File: src/rtl/mole_pkg.sv
// Shared types and constants for the mole game controller.
// Optional build macro: MOLE_SPEEDUP_EN (used by mole_scheduler).
package mole_pkg;

    typedef enum logic [1:0] {
        IDLE = 2'd0,
        GAP  = 2'd1,
        SHOW = 2'd2
    } state_t;

    localparam int NUM_HOLES = 16;
    localparam int IDX_W     = 4;
    localparam int LFSR_W    = 16;

    // Galois feedback for x^16 + x^14 + x^13 + x^11 + 1 (right-shifting form).
    localparam logic [LFSR_W-1:0] LFSR_TAPS = 16'hB400;

    function automatic logic [LFSR_W-1:0] lfsr_next(input logic [LFSR_W-1:0] s);
        return s[0] ? ((s >> 1) ^ LFSR_TAPS) : (s >> 1);
    endfunction

endpackage

File: src/rtl/mole_lfsr.sv
// Free-running 16-bit Galois LFSR used as the mole position source.
module mole_lfsr
    import mole_pkg::*;
#(
    parameter logic [LFSR_W-1:0] SEED = 16'hACE1
) (
    input  logic              clk,
    input  logic              rst,
    output logic [LFSR_W-1:0] state_o
);

    logic [LFSR_W-1:0] lfsr_q;

    // Load the seed in reset, otherwise step the sequence every cycle.
    always_ff @(posedge clk) begin
        // NOTE: reset is synchronous and active-low, so it is tested inside the clocked block.
        if (!rst) begin
            lfsr_q <= SEED;
        end else begin
            lfsr_q <= lfsr_next(lfsr_q);
        end
    end

    assign state_o = lfsr_q;

endmodule

File: src/rtl/mole_scheduler.sv
// Whack-a-mole game controller: schedules moles on a 4x4 grid, judges key
// presses and keeps hit/miss/escape scores.
// Optional build macro: MOLE_SPEEDUP_EN shrinks the show window every 8 hits.
module mole_scheduler
    import mole_pkg::*;
#(
    parameter int unsigned       GAP_CYCLES  = 25_000_000,
    parameter int unsigned       SHOW_CYCLES = 50_000_000,
    parameter logic [LFSR_W-1:0] LFSR_SEED   = 16'hACE1,
    parameter int unsigned       SCORE_W     = 16
) (
    input  logic               clk,
    input  logic               rst,
    input  logic               start,
    input  logic               stop,
    input  logic               key_en,
    input  logic [IDX_W-1:0]   key_index,
    output logic               mole_appear,
    output logic [IDX_W-1:0]   mole_index,
    output logic               hit_pulse,
    output logic               miss_pulse,
    output logic [SCORE_W-1:0] hits,
    output logic [SCORE_W-1:0] misses,
    output logic [SCORE_W-1:0] escapes,
    output logic               running
);

    localparam int unsigned CNT_W =
        $clog2(GAP_CYCLES > SHOW_CYCLES ? GAP_CYCLES : SHOW_CYCLES);
    localparam logic [CNT_W-1:0] GAP_LAST = CNT_W'(GAP_CYCLES - 1);

    function automatic logic [SCORE_W-1:0] sat_inc(input logic [SCORE_W-1:0] v);
        return (&v) ? v : v + SCORE_W'(1);
    endfunction

    state_t             state_q;
    logic [CNT_W-1:0]   cnt_q;
    logic               appear_q;
    logic [IDX_W-1:0]   idx_q;
    logic [IDX_W-1:0]   prev_q;
    logic               hit_q;
    logic               miss_q;
    logic [SCORE_W-1:0] hits_q;
    logic [SCORE_W-1:0] misses_q;
    logic [SCORE_W-1:0] escapes_q;
    logic               running_q;

    logic [LFSR_W-1:0]  lfsr_state;
    logic [IDX_W-1:0]   pick_d;
    logic [CNT_W-1:0]   show_last;
    logic               lfsr_unused;

    mole_lfsr #(
        .SEED (LFSR_SEED)
    ) u_lfsr (
        .clk     (clk),
        .rst     (rst),
        .state_o (lfsr_state)
    );

    // Only the low nibble picks a hole; the rest of the state just feeds the sequence.
    assign lfsr_unused = ^lfsr_state[LFSR_W-1:IDX_W];

`ifdef MOLE_SPEEDUP_EN
    localparam int unsigned WIN_W     = CNT_W + 1;
    localparam int unsigned WIN_STEP  = SHOW_CYCLES / 8;
    localparam int unsigned WIN_FLOOR = SHOW_CYCLES / 4;

    logic [WIN_W-1:0] win_q;

    // The window only changes on a hit, which leaves SHOW, so a shrink is seen at the next SHOW entry.
    always_ff @(posedge clk) begin
        if (!rst) begin
            win_q <= WIN_W'(SHOW_CYCLES);
        end else if (!stop && start) begin
            win_q <= WIN_W'(SHOW_CYCLES);
        end else if (!stop && state_q == SHOW && key_en && key_index == idx_q
                     && hits_q[2:0] == 3'd7 && !(&hits_q)) begin
            if (win_q >= WIN_W'(WIN_FLOOR + WIN_STEP)) begin
                win_q <= win_q - WIN_W'(WIN_STEP);
            end else begin
                win_q <= WIN_W'(WIN_FLOOR);
            end
        end
    end

    assign show_last = CNT_W'(win_q - WIN_W'(1));
`else
    assign show_last = CNT_W'(SHOW_CYCLES - 1);
`endif

    // Next hole: LFSR nibble, bumped by one if it would repeat the previous mole.
    always_comb begin
        pick_d = lfsr_state[IDX_W-1:0];
        if (lfsr_state[IDX_W-1:0] == prev_q) begin
            pick_d = lfsr_state[IDX_W-1:0] + IDX_W'(1);
        end
    end

    // Game FSM with phase counter, scores and registered outputs (stop > start > hit > timeout).
    always_ff @(posedge clk) begin
        if (!rst) begin
            state_q   <= IDLE;
            cnt_q     <= '0;
            appear_q  <= 1'b0;
            idx_q     <= '0;
            prev_q    <= '0;
            hit_q     <= 1'b0;
            miss_q    <= 1'b0;
            hits_q    <= '0;
            misses_q  <= '0;
            escapes_q <= '0;
            running_q <= 1'b0;
        end else begin
            // NOTE: every state register uses <= so all updates see the pre-edge values.
            hit_q  <= 1'b0;
            miss_q <= 1'b0;
            if (stop) begin
                state_q   <= IDLE;
                appear_q  <= 1'b0;
                running_q <= 1'b0;
            end else if (start) begin
                state_q   <= GAP;
                cnt_q     <= '0;
                appear_q  <= 1'b0;
                running_q <= 1'b1;
                hits_q    <= '0;
                misses_q  <= '0;
                escapes_q <= '0;
            end else begin
                case (state_q)
                    IDLE: ;
                    GAP: begin
                        if (key_en) begin
                            misses_q <= sat_inc(misses_q);
                            miss_q   <= 1'b1;
                        end
                        if (cnt_q == GAP_LAST) begin
                            idx_q    <= pick_d;
                            prev_q   <= pick_d;
                            appear_q <= 1'b1;
                            state_q  <= SHOW;
                            cnt_q    <= '0;
                        end else begin
                            cnt_q <= cnt_q + CNT_W'(1);
                        end
                    end
                    SHOW: begin
                        if (key_en && key_index == idx_q) begin
                            hits_q   <= sat_inc(hits_q);
                            hit_q    <= 1'b1;
                            appear_q <= 1'b0;
                            state_q  <= GAP;
                            cnt_q    <= '0;
                        end else begin
                            if (key_en) begin
                                misses_q <= sat_inc(misses_q);
                                miss_q   <= 1'b1;
                            end
                            if (cnt_q == show_last) begin
                                escapes_q <= sat_inc(escapes_q);
                                appear_q  <= 1'b0;
                                state_q   <= GAP;
                                cnt_q     <= '0;
                            end else begin
                                cnt_q <= cnt_q + CNT_W'(1);
                            end
                        end
                    end
                    default: begin
                        state_q   <= IDLE;
                        appear_q  <= 1'b0;
                        running_q <= 1'b0;
                    end
                endcase
            end
        end
    end

    assign mole_appear = appear_q;
    assign mole_index  = idx_q;
    assign hit_pulse   = hit_q;
    assign miss_pulse  = miss_q;
    assign hits        = hits_q;
    assign misses      = misses_q;
    assign escapes     = escapes_q;
    assign running     = running_q;

endmodule

File: config.mk
export PLATFORM = sky130hd
export DESIGN_NAME = mole_scheduler
export DESIGN_NICKNAME = d
export VERILOG_FILES = /design/src/rtl/mole_pkg.sv /design/src/rtl/mole_lfsr.sv /design/src/rtl/mole_scheduler.sv
export SDC_FILE = /design/constraint.sdc
export NUM_CORES = 1
export LEC_CHECK = 0
export BUFFER_PORTS_ARGS = -buffer_cell sky130_fd_sc_hd__buf_2
export CAP_MARGIN = 20
export CORE_MARGIN = 2
export CORE_UTILIZATION = 52
export CTS_BUF_LIST = sky130_fd_sc_hd__clkbuf_16
export DETAILED_ROUTE_END_ITERATION = 10
export PLACE_DENSITY = 0.75
export SLEW_MARGIN = 10
export SYNTH_ARGS = -nofsm -noshare
export SYNTH_HDL_FRONTEND = slang
export SYNTH_SLANG_ARGS = --single-unit
File: constraint.sdc
create_clock -name clk -period 2.5 [get_ports clk]
set_clock_uncertainty 0.05 [all_clocks]
set_input_delay 0.375 -clock clk [delete_from_list [all_inputs] [get_ports clk]]
set_output_delay 0.375 -clock clk [all_outputs]
set_load 0.02 [all_outputs]
## Yosys cells after proc, flatten, opt, wreduce, memory -nomap -nowiden

Cells that the tools add are included.

- Input bits: 9
- Logic and storage cells: 95
- Register bits after elaboration: 100
- Output and inout bits: 56

- Equal/unequal tests: 16
- Reductions and logical operators: 20
- Bitwise logic cells: 6
- Add/sub/neg operators: 5
- Multiplexer cells: 36

Operators with widths:

| operator | count |
|---|---|
| 16-bit two-way mux | 14 |
| 26-bit two-way mux | 4 |
| 26-bit one-hot mux with 2 select lines | 1 |
| 16-bit by 1-bit adder with 16-bit output (second input constant) | 3 |
| 16-bit AND reduction | 3 |
| 16-bit one-hot mux with 2 select lines | 1 |
| 26-bit by 1-bit adder with 26-bit output (second input constant) | 1 |
| 26-bit by 25-bit == test with 1-bit output (second input constant) | 1 |
| 26-bit == test (second input constant) | 1 |
| 2-bit != test (second input constant) | 5 |
| 1-bit two-way mux | 9 |
| 3-bit != test (second input constant) | 3 |
| 3-bit AND reduction | 3 |
| 4-bit == test | 2 |
| 4-bit AND reduction | 2 |
| 2-bit two-way mux | 3 |
| 2-bit one-hot mux with 3 select lines | 1 |
| 2-bit nonzero test | 3 |
| 3-bit OR reduction | 2 |
| 1-bit NOT | 5 |
| 5-bit AND reduction | 1 |
| 4-bit by 1-bit adder with 4-bit output (second input constant) | 1 |
| 4-bit two-way mux | 1 |
| 4-bit != test (second input constant) | 1 |
| other kinds (12) | 12 |

## Depth between registers and ports, before layout

- Word-level depth: 6
- Mapped depth: 10

## By module

From an unflattened synthesis, not the netlist that was laid out.

- Cell total of the unflattened synthesis: 552
- Area, all modules: 4,869.7 um2

Modules (own cells, without submodules):

| module | area an instance (um2) | instances | cells each |
|---|---|---|---|
| mole_scheduler | 4,416.7 | 1 | 516 |
| mole_lfsr | 452.9 | 1 | 36 |

## Worst setup path after synthesis

Ideal clock, no wire load.

- Path type: register -> register
- From: register cnt_q[7]
- To: register escapes_q[3], in the netlist escapes[3]
- Data arrival time: 2,437 ps
- Library setup time: 70 ps
- Path slack: -57 ps
- Cell stages (with the launch flop): 7
- Required time: 2,380 ps
- Cells stage by stage: dfxtp_1 or4_4 or3_4 a2111oi_4 nand2_2 or3_1 a21oi_1

- Longest elaborated chain between the ends: 3

RTL lines:

| what | RTL line | RTL |
|---|---|---|
| from (decl) | mole_scheduler.sv:37 | `logic [CNT_W-1:0] cnt_q;` |
| from (signal assigned) | mole_scheduler.sv:145 | `cnt_q <= cnt_q + CNT_W'(1);` |
| from (signal assigned) | mole_scheduler.sv:166 | `cnt_q <= cnt_q + CNT_W'(1);` |
| 26-bit == test | mole_scheduler.sv:160 | `if (cnt_q == show_last) begin` |
| 2-bit nonzero test (no source line) | - |  |
| 5-bit AND reduction (no source line) | - |  |
| to (signal assigned) | mole_scheduler.sv:161 | `escapes_q <= sat_inc(escapes_q);` |
| to (decl) | mole_scheduler.sv:45 | `logic [SCORE_W-1:0] escapes_q;` |

No other way between the ends.
A chain may end at the register's enable or synchronous reset.

## Worst setup path after layout

- From: register cnt_q[8]
- To: register escapes_q[15], in the netlist escapes[15]

Same word-level chain as after synthesis.

==> results.sh <==
export IMPL_post_synth_cell_area_avg_um2=8.74
export IMPL_route_detailed_wl_per_inst_um=14.2
export IMPL_rsz_0062_raised_after_global_routing="no"
export IMPL_synth_top_cells_by_area="dfxtp_1 42%, xor2_1 8.4%, nor2_1 5.3%"
export IMPL_synth_enable_flop_cells=0
export IMPL_min_period_ps=2410
export IMPL_placeableCoreArea_um2=8720
export IMPL_antenna_left=0
export IMPL_place_hpwl_mm=7.40
export IMPL_floorplan_initialDensity=0.538
export IMPL_clk_pin_slew_worst_paths_ps=70
export IMPL_h_tree_depth=3
export IMPL_synth_async_reset_ratio=0
export IMPL_clock_tree_root="clkbuf_16"
export IMPL_synth_lib_cells_used_distinct=58
export IMPL_synth_top_flop_cell="dfxtp_1"
export IMPL_gp_congestion=0.943
export IMPL_clock_sinks=99
export IMPL_total_overflow_reported_by_the_global_router=0
export IMPL_clock_path_buffers=2
export IMPL_relSlewSlack=0.513
export IMPL_post_synth_top_area_fraction=0.422
export IMPL_detail_route_vias_per_cell=5.64
export IMPL_outcome="completed"
export IMPL_crit_top_cell="buf_4"
export IMPL_i_o_pin_total=65
export IMPL_antenna_found_initial=0
export IMPL_tritoncts="done"
export IMPL_grtUsageTotal=0.220
export IMPL_fp_row_count=34
export IMPL_powerDensity_nw_per_um2=540
export IMPL_leakage_uw=0.00221
export IMPL_synth_top_cells_by_count="99 x dfxtp_1, 66 x nor2_1, 45 x xor2_1"
export IMPL_fin_worst_hold_slack_ps=312
export IMPL_die_x_um=99.0
export IMPL_clk_insertion_delay_late_ps=340
export IMPL_syn_num_nets=555
export IMPL_timing_hold_worst_class="input port to flop"
export IMPL_critical_path_max_stage_delay_ps=520
export IMPL_critPathKind="flop to flop"
export IMPL_synth_cells=537
export IMPL_timing_critical_path_slowest_stage_cell="or4_4"
export IMPL_nNetsFinal=642
export IMPL_grt_pass1_wl_mm=17.9
export IMPL_reg2reg_slack_ps=90
export IMPL_buffer_ports_inserted=64
export IMPL_design_die_area_um2=9800
export IMPL_die_h_um=99.0
export IMPL_dr_pass1_iters=5
export IMPL_detailedRoute_firstIterationViolations=190
export IMPL_worstPathArrival_ps=2570
export IMPL_report_power_total_uw=3010
export IMPL_synth_seq_area_share=0.422
export IMPL_stdcell_area_um2=5570
export IMPL_timing_critical_path_cells="or4_4 -> or3_4 -> a2111oi_4 -> buf_6 -> buf_4 -> buf_4 -> nand4b_1 -> xor2_1 -> nor2_1"
export IMPL_via_count=4148
export IMPL_slew_violations=0
export IMPL_achievable_frequency_ghz=0.415
export IMPL_drc=0
export IMPL_yosys_register_bits=99
export IMPL_detailed_place_area_um2=5270
export IMPL_ir_worst_vdd_mv=0.420
export IMPL_core_util_final=0.639
export IMPL_drv_max_cap_violation_count=0
export IMPL_grt_max_degree=43
export IMPL_drive_gt1_frac=0.207
export IMPL_wl_mm=10.4
export IMPL_synth_cell_area_um2=4690
export IMPL_syn_to_final_growth_pct=18.8
export IMPL_layout_worst_path_cycle_share=0.965
export IMPL_tightest_slew_ps=723
export IMPL_yosys_warnings=0
export IMPL_worst_path_max_fanout=8
export IMPL_cts_hold_buffers=0
export IMPL_fillerInstances=773
export IMPL_worst_setup_path_end_kind="flop"
export IMPL_final_hold_violation_count=0
export IMPL_setup_worst_path_start_class="flop"
export IMPL_cts_made_buffers=9
export IMPL_setup_violations_final=0
export IMPL_timing_critical_path_required_ps=2660
export IMPL_num_antenna_cells=0
export IMPL_most_instantiated_library_cell_after_synthesis="dfxtp_1"
export IMPL_yosys_area_top_type="dfxtp_1"
export IMPL_number_of_global_route_vias_before_repair=3859
## path summary, 6_finish.rpt
| kind | startpoint | endpoint | cells after the start |
|---|---|---|---|
| setup reg to reg | cnt_q[8]$_SDFFE_PN0P_ | escapes[15]$_SDFFE_PN0P_ | 9 |
| setup / recovery | cnt_q[8]$_SDFFE_PN0P_ | escapes[15]$_SDFFE_PN0P_ | 9 |
| hold reg to reg | u_lfsr.state_o[12]$_SDFF_PN0_ | u_lfsr.state_o[11]$_SDFF_PN1_ | 1 |
| hold / removal | key_en | miss_pulse$_SDFF_PP0_ | 2 |
## per-stage QoR
step	worst slack [ps]	TNS, ps	cells
5_1_grt	4.15	0	736
3_5_place_dp	68.3	0	719
3_3_place_gp	107	0	719
2_1_floorplan	-11.2	-119	537
4_1_cts	45.4	0	734
6_report	88.2	0	736
## kinds of logic (layout without fill, tap and decap cells)
kind of cell / Yosys count / count (layout) / synth area share
xor+xnor: 63 / 63 / 0.118
compound gates: 56 / 56 / 0.0771
mux: 4 / 4 / 0.00853
fa+ha+maj: 9 / 9 / 0.0240
buf+inv: 24 / 115 / 0.0235
flops: 99 / 99 / 0.422
simple gates: 282 / 282 / 0.327
## layer usage
| metal | vias to the layer above | share of wire | GRT usage |
|---|---|---|---|
| met5 | - | 0 | 0 |
| met4 | 0 | 0.0084 | 0.0622 |
| met3 | 8 | 0.049 | 0.0447 |
| met2 | 100 | 0.49 | 0.364 |
| met1 | 1962 | 0.46 | 0.291 |
| li1 | 2078 | - | - |
## placed cells by master (no fill, tap or decap), types with 17 or more instances in the layout
| cell | count |
|---|---|
| dfxtp_1 | 99 |
| nor2_1 | 66 |
| buf_2 | 64 |
| xor2_1 | 45 |
| nand2_1 | 41 |
| nand3_1 | 36 |
| nand4_1 | 29 |
| buf_4 | 28 |
| a21oi_1 | 18 |
| xnor2_1 | 18 |
| o21ai_0 | 17 |
## state kept, by name, indices dropped and copies added (netlist names)
signal,cells
cnt_q,26
escapes,16
hit_pulse,1
hits,16
miss_pulse,1
misses,16
prev_q,4
running,1
state_q,2
u_lfsr.state_o,16
## final cells by class
| class | count | area (um^2) | area share |
|---|---|---|---|
| Tap cell | 108 | 135 | 0.0242 |
| Timing Repair Buffer | 93 | 542 | 0.0972 |
| Multi-Input combinational cell | 414 | 2620 | 0.470 |
| Clock buffer | 9 | 225 | 0.0404 |
| Inverter | 7 | 26.3 | 0.00471 |
| Sequential cell | 99 | 1980 | 0.356 |
| Clock inverter | 6 | 42.5 | 0.00763 |
## worst max-delay path: cells and delay by family, from the launching register on
kind            cells  cell delay [ps]
compound gates      1              310
flops               1              330
xor+xnor            1              160
buf+inv             3              410
simple gates        4             1030
## power by group
group | total (uW) | leakage (uW) | switching, uW | internal [uW]
clock network | 1270 | 0.000121 | 601 | 669
logic | 133 | 0.00128 | 83.2 | 49.9
registers | 1610 | 0.000802 | 12.5 | 1600
total | 3010 | 0.00221 | 697 | 2320
## repair_timing
action,in CTS,in global routing
endpoints found under the setup margin,0,17
resized for setup,0,4
buffers inserted,0,2
Power figures use the tool's default switching activity.
